**src/rtl/switch_box_cfg_loader.sv**
```systemverilog
// rtl/switch_box_cfg_loader.sv - atomic configuration loader for a row of switch box elements
//
// Purpose:
//   Collects one CFG_W-bit select word per switch box element from a
//   valid/ready stream into a shadow bank. Once every element has a word,
//   the whole bank is copied to the live cfg_out on a single edge. Each
//   element's byte is its c select bus:
//   c[1:0] north_out, c[3:2] east_out, c[5:4] south_out, c[7:6] west_out.
//
// Ports:
//   clk        in   1               clock, all state changes on posedge
//   rst        in   1               asynchronous active-high reset
//   start      in   1               begin or restart a load sequence
//   cfg_valid  in   1               cfg_data holds a word
//   cfg_ready  out  1               a word is accepted this cycle
//   cfg_data   in   CFG_W           config word for the next element
//   cfg_out    out  NUM_ELEM*CFG_W  live config, element k at [k*CFG_W +: CFG_W]
//   busy       out  1               a load or commit is in progress
//   done       out  1               one-cycle pulse, new cfg_out is visible
//   err        out  1               sticky protocol error (word offered while not loading)

module switch_box_cfg_loader #(
  parameter int NUM_ELEM = 4,
  parameter int CFG_W    = 8
) (
  input  logic                      clk,
  input  logic                      rst,
  input  logic                      start,
  input  logic                      cfg_valid,
  output logic                      cfg_ready,
  input  logic [CFG_W-1:0]          cfg_data,
  output logic [NUM_ELEM*CFG_W-1:0] cfg_out,
  output logic                      busy,
  output logic                      done,
  output logic                      err
);

  localparam int CNT_W = $clog2(NUM_ELEM);
  localparam logic [CNT_W-1:0] LAST_IDX = CNT_W'(NUM_ELEM - 1);

  typedef enum logic [1:0] {
    IDLE   = 2'd0,
    LOAD   = 2'd1,
    COMMIT = 2'd2
  } state_t;

  state_t                    state;
  state_t                    state_nxt;
  logic [CNT_W-1:0]          cnt;
  logic [NUM_ELEM*CFG_W-1:0] shadow;
  logic                      xfer;
  logic                      last;

  // start takes priority over a word offered in the same cycle, so the
  // word is held off rather than written into the sequence being discarded.
  assign cfg_ready = (state == LOAD) && !start;
  assign xfer      = cfg_valid && cfg_ready;
  assign last      = (cnt == LAST_IDX);
  assign busy      = (state != IDLE);

  always_comb begin
    state_nxt = state;
    case (state)
      IDLE:    if (start) state_nxt = LOAD;
      LOAD:    if (!start && xfer && last) state_nxt = COMMIT;
      COMMIT:  state_nxt = IDLE;
      default: state_nxt = IDLE;
    endcase
  end

  always_ff @(posedge clk or posedge rst) begin
    if (rst) begin
      state <= IDLE;
    end else begin
      state <= state_nxt;
    end
  end

  always_ff @(posedge clk or posedge rst) begin
    if (rst) begin
      cnt     <= '0;
      shadow  <= '0;
      cfg_out <= '0;
      done    <= 1'b0;
      err     <= 1'b0;
    end else begin
      done <= (state == COMMIT);
      case (state)
        IDLE: begin
          // An accepted start clears err even if a stray word arrives with it.
          if (start) begin
            cnt <= '0;
            err <= 1'b0;
          end else if (cfg_valid) begin
            err <= 1'b1;
          end
        end
        LOAD: begin
          if (start) begin
            cnt <= '0;
          end else if (xfer) begin
            for (int k = 0; k < NUM_ELEM; k++) begin
              if (cnt == CNT_W'(k)) begin
                shadow[k*CFG_W +: CFG_W] <= cfg_data;
              end
            end
            // Saturate on the final element; COMMIT follows immediately.
            if (!last) begin
              cnt <= cnt + 1'b1;
            end
          end
        end
        COMMIT: begin
          cfg_out <= shadow;
          if (cfg_valid) begin
            err <= 1'b1;
          end
        end
        default: begin
          cnt <= '0;
        end
      endcase
    end
  end

endmodule

```
**config.mk**
```make
export PLATFORM = sky130hd
export DESIGN_NAME = switch_box_cfg_loader
export DESIGN_NICKNAME = d
export VERILOG_FILES = /design/src/rtl/switch_box_cfg_loader.sv
export SDC_FILE = /design/constraint.sdc
export NUM_CORES = 1
export LEC_CHECK = 0
export CORE_ASPECT_RATIO = 1.75
export CORE_UTILIZATION = 25
export CTS_BUF_LIST = sky130_fd_sc_hd__clkbuf_8
export CTS_CLUSTER_DIAMETER = 60
export DETAILED_ROUTE_END_ITERATION = 10
export PLACE_DENSITY = 0.42
export SLEW_MARGIN = 20
export SYNTH_ARGS = -nofsm -noshare
export SYNTH_HDL_FRONTEND = slang
export SYNTH_SLANG_ARGS = --single-unit
```
**constraint.sdc**
```tcl
create_clock -name clk -period 2.95 [get_ports clk]
set_input_delay 0.7375 -clock clk [delete_from_list [all_inputs] [get_ports clk]]
set_output_delay 0.7375 -clock clk [all_outputs]
set_load 0.02 [all_outputs]
```
Yosys cells after proc, flatten, opt, wreduce, memory -nomap -nowiden
Cells that the tools add are included.

storage, ports and cells
  bits in registers = 70
  latch bits = 0
  RAM bits = 0
  bits in read-only memories = 0
  bits of input ports = 12
  output and inout port bits = 36
  logic and storage cells = 47
  memories kept = 0

operators by class
  $add $sub $neg = 1
  multiply operators = 0
  divide/modulo/power cells = 0
  order comparisons = 0
  equal/unequal tests = 9
  shifts and indexed selects = 0
  muxes and demuxes = 11
  bitwise gates (word level) = 2
  reductions and logical operators = 15

operators with widths
  cell                   count
  $reduce_and A4 Y1      5
  $mux W2                6
  $eq A2 B2 Y1 const B   3
  $ne A3 B3 Y1 const B   2
  $pmux W2 S3            1
  $eq A2 B1 Y1 const B   2
  $logic_and A1 B1 Y1    4
  $logic_not A2 Y1       2
  $pmux W2 S2            1
  $reduce_bool A2 Y1     2
  $add A2 B1 Y2 const B  1
  $mux W1                2
  $ne A2 B1 Y1 const B   1
  $ne A2 B2 Y1 const B   1
  $not A1 Y1             2
  $pmux W1 S2            1
  $reduce_and A2 Y1      1
  $logic_not A1 Y1       1

Depth between registers and ports, before layout
Gate-level depths: netlist (run 1).

  depth in word-level cells = 7
  mapped depth = 5
  depth with buffers taken out = 5

Worst setup path after synthesis (run 1)
Ideal clock, no wire load.

  kind = in2out
  start = in start
  end = out cfg_ready
  data arrival time = 1.193 ns
  data required time = 2.213 ns
  slack = 1.020 ns
  cell stages on the path = 1
  buffers on the path = 0
  cells stage by stage = nor3_1

on the way
  longest elaborated chain between the ends = 2

ends and longest elaborated chain
  element              line  RTL
  start, declared      28    input logic start,
  $logic_not A1 Y1     56    assign cfg_ready = (state == LOAD) && !start;
  $logic_and A1 B1 Y1  56
  end, declared        30    output logic cfg_ready,

No other way between the ends.

Final worst setup path (run 1)
Ends and elaborated chain as after synthesis.

==> flow_metrics.env, run 1 <==
export IMPL_status="finished clean"
export IMPL_endpoint_kind="output pin"
export IMPL_fp_dieH_um=140
export IMPL_drtIter0Drc=65
export IMPL_core_area_mm2=0.0106
export IMPL_grt_max_degree=34
export IMPL_cp_arrival_ns=1.92
export IMPL_wl_per_cell_um=15.0
export IMPL_nets=245
export IMPL_ir_drop_mv=0.210
export IMPL_critPathLaunchType="input port"
export IMPL_start_util_pct=25.6
export IMPL_antenna_found_initial=0
export IMPL_max_freq_mhz=376
export IMPL_viasPerCell=4.30
export IMPL_grt_first_pass_wirelength_mm=8.87
export IMPL_syn_avg_cell_area_um2=15.7
export IMPL_tns_ns=0
export IMPL_cp_max_fo=2
export IMPL_finClkSkew_ns=0.00649
export IMPL_final_cell_mix="dfrtp_1, clkdlybuf4s50_1, mux2_2"
export IMPL_dp_hpwl_mm=3.63
export IMPL_layout_commonest_cell="dfrtp_1"
export IMPL_cts_setup_buffers=0
export IMPL_cts_root_buf="clkbuf_8"
export IMPL_clk_path_buf_depth=2
export IMPL_power_density_mw_per_mm2=583
export IMPL_holdBufCountCts=0
export IMPL_rsz0062_at_grt="false"
export IMPL_die_area_mm2=0.0113
export IMPL_first_global_vias=1594
export IMPL_synth_distinct_cells=17
export IMPL_drive_gt1_share_pct=23.6
export IMPL_rows=50
export IMPL_drc_errors=0
export IMPL_clock_latency_ns=0.34
export IMPL_setup_viol=0
export IMPL_die_w_um=80.9
export IMPL_tritoncts="done"
export IMPL_ys_warn_count=0
export IMPL_tightestPinTransition_ns=0.515
export IMPL_critical_path_required_ns=2.21
export IMPL_htreeDepth=3
export IMPL_post_cts_resized=0
export IMPL_grt_overflow_total=0
export IMPL_io_buffers=47
export IMPL_total_power_w=0.00207
export IMPL_syn_nets=189
export IMPL_fin_hold_ws_ns=0.486
export IMPL_ys_seq_elements=70
export IMPL_maxCapViolations=0
export IMPL_seq_area_frac_synth_pct=64.4
export IMPL_grt_use_total_pct=11.1
export IMPL_period_minus_slack_ns=2.66
export IMPL_rr_worst_depth=3
export IMPL_period_share_pct=90.2
export IMPL_drv_slew=0
export IMPL_final_hold_violation_count=0
export IMPL_firstDrtPassIters=3
export IMPL_vias=1560
export IMPL_drt_wl_total_mm=5.45
export IMPL_ant_nets=0
export IMPL_slew_headroom_pct=65.6
export IMPL_synth_area_mm2=0.00272
export IMPL_syn_to_final_growth_pct=30.6
export IMPL_worstSetupPathType="input port to output pin"
export IMPL_gp_congestion=0.719
export IMPL_path_clk_slew_ns=0.07
export IMPL_n_antenna_cell=0
export IMPL_fin_util_pct=33.4
export IMPL_io_pins=48
export IMPL_holdPathStages=1
export IMPL_synth_cells=173
export IMPL_worstHoldPathType="flip-flop to flip-flop"
export IMPL_p_leak_nw=1.66
export IMPL_cts_buffers=9
export IMPL_clock_sinks=70
==> layout make-up <==
class	count	area (um^2)
Fill cell	1083	7080
Sequential cell	70	1750
Multi-Input combinational cell	90	920
Timing Repair Buffer	51	526
Tap cell	130	163
Clock buffer	11	151
Inverter	7	26.3
Clock inverter	4	16.3
==> per-stage QoR <==
step | instance area (um^2) | setup WS, ns | instances
2_1_floorplan | 2720 | 0.444 | 173
3_3_place_gp | 3390 | 0.294 | 348
3_5_place_dp | 3390 | 0.299 | 348
4_1_cts | 3550 | 0.281 | 363
5_1_grt | 3550 | 0.211 | 363
6_report | 3550 | 0.290 | 363
==> flip-flops by register name, indices dropped and copies added (netlist names) <==
name / count
cnt: 2
cfg_out: 32
state: 2
shadow: 32
err: 1
done: 1
==> critical path: stages <==
cell,delay [ns]
clkdlybuf4s50_1,0.41
nor3_1,0.14
clkdlybuf4s50_1,0.63
==> cell families after synthesis <==
family / after synthesis / synth area share, %
AOI/OAI and AO/OA: 8 / 1.84
adders and majority gates: 4 / 1.84
buffers and inverters: 13 / 2.07
DFF: 70 / 64.4
muxes: 65 / 26.9
and+or+nand+nor: 13 / 2.94
==> per-layer routing <==
| metal | vias up | wire length, um | global-route usage [%] |
|---|---|---|---|
| met1 | 806 | 2230 | 13.5 |
| met2 | 31 | 2840 | 16.8 |
| met4 | 0 | 193 | 7.89 |
| met5 | - | 0 | 0 |
| li1 | 713 | - | - |
| met3 | 10 | 191 | 2.74 |
==> synth_stat cells (all sizes together) <==
master | instances | area share (%)
a21oi | 4 | 0.74
and4bb | 1 | 0.46
buf | 6 | 1.1
dfrtp | 70 | 64
ha | 4 | 1.8
inv | 7 | 0.97
mux2 | 65 | 27
nand2 | 6 | 1.2
nand2b | 1 | 0.23
nor2 | 2 | 0.28
nor2b | 1 | 0.23
nor3 | 1 | 0.18
nor4bb | 1 | 0.37
o211ai | 2 | 0.55
o31ai | 2 | 0.55
==> path summary, 6_finish.rpt <==
path / to / start / slack [ns]
worst min register to register: shadow[29]$_DFFE_PP0P_ / shadow[29]$_DFFE_PP0P_ / 0.49
worst max-delay path: cfg_ready / start / 0.29
max in group asynchronous: shadow[14]$_DFFE_PP0P_ / rst / 1.67
worst min-delay path: shadow[29]$_DFFE_PP0P_ / shadow[29]$_DFFE_PP0P_ / 0.49
worst max register to register: shadow[27]$_DFFE_PP0P_ / state[1]$_DFFE_PP0P_ / 1.32
min in group asynchronous: cfg_out[24]$_DFFE_PP0N_ / rst / 0.74
==> where the power goes <==
group	switching (W)	total (W)	internal (W)
logic	0.0000962	0.000221	0.000124
clock network	0.000336	0.000672	0.000336
registers	0.0000726	0.00118	0.00111
(Power assumes the default switching activity.)
==> inputs of run 2 (changes only) <==
--- a/config.mk
+++ b/config.mk
@@ -11,7 +11,6 @@
 export CTS_CLUSTER_DIAMETER = 60
 export DETAILED_ROUTE_END_ITERATION = 10
 export PLACE_DENSITY = 0.42
-export SLEW_MARGIN = 20
 export SYNTH_ARGS = -nofsm -noshare
 export SYNTH_HDL_FRONTEND = slang
 export SYNTH_SLANG_ARGS = --single-unit
==> results of run 2 <==
Final layout, timing and power as in run 1 (identical DEF).
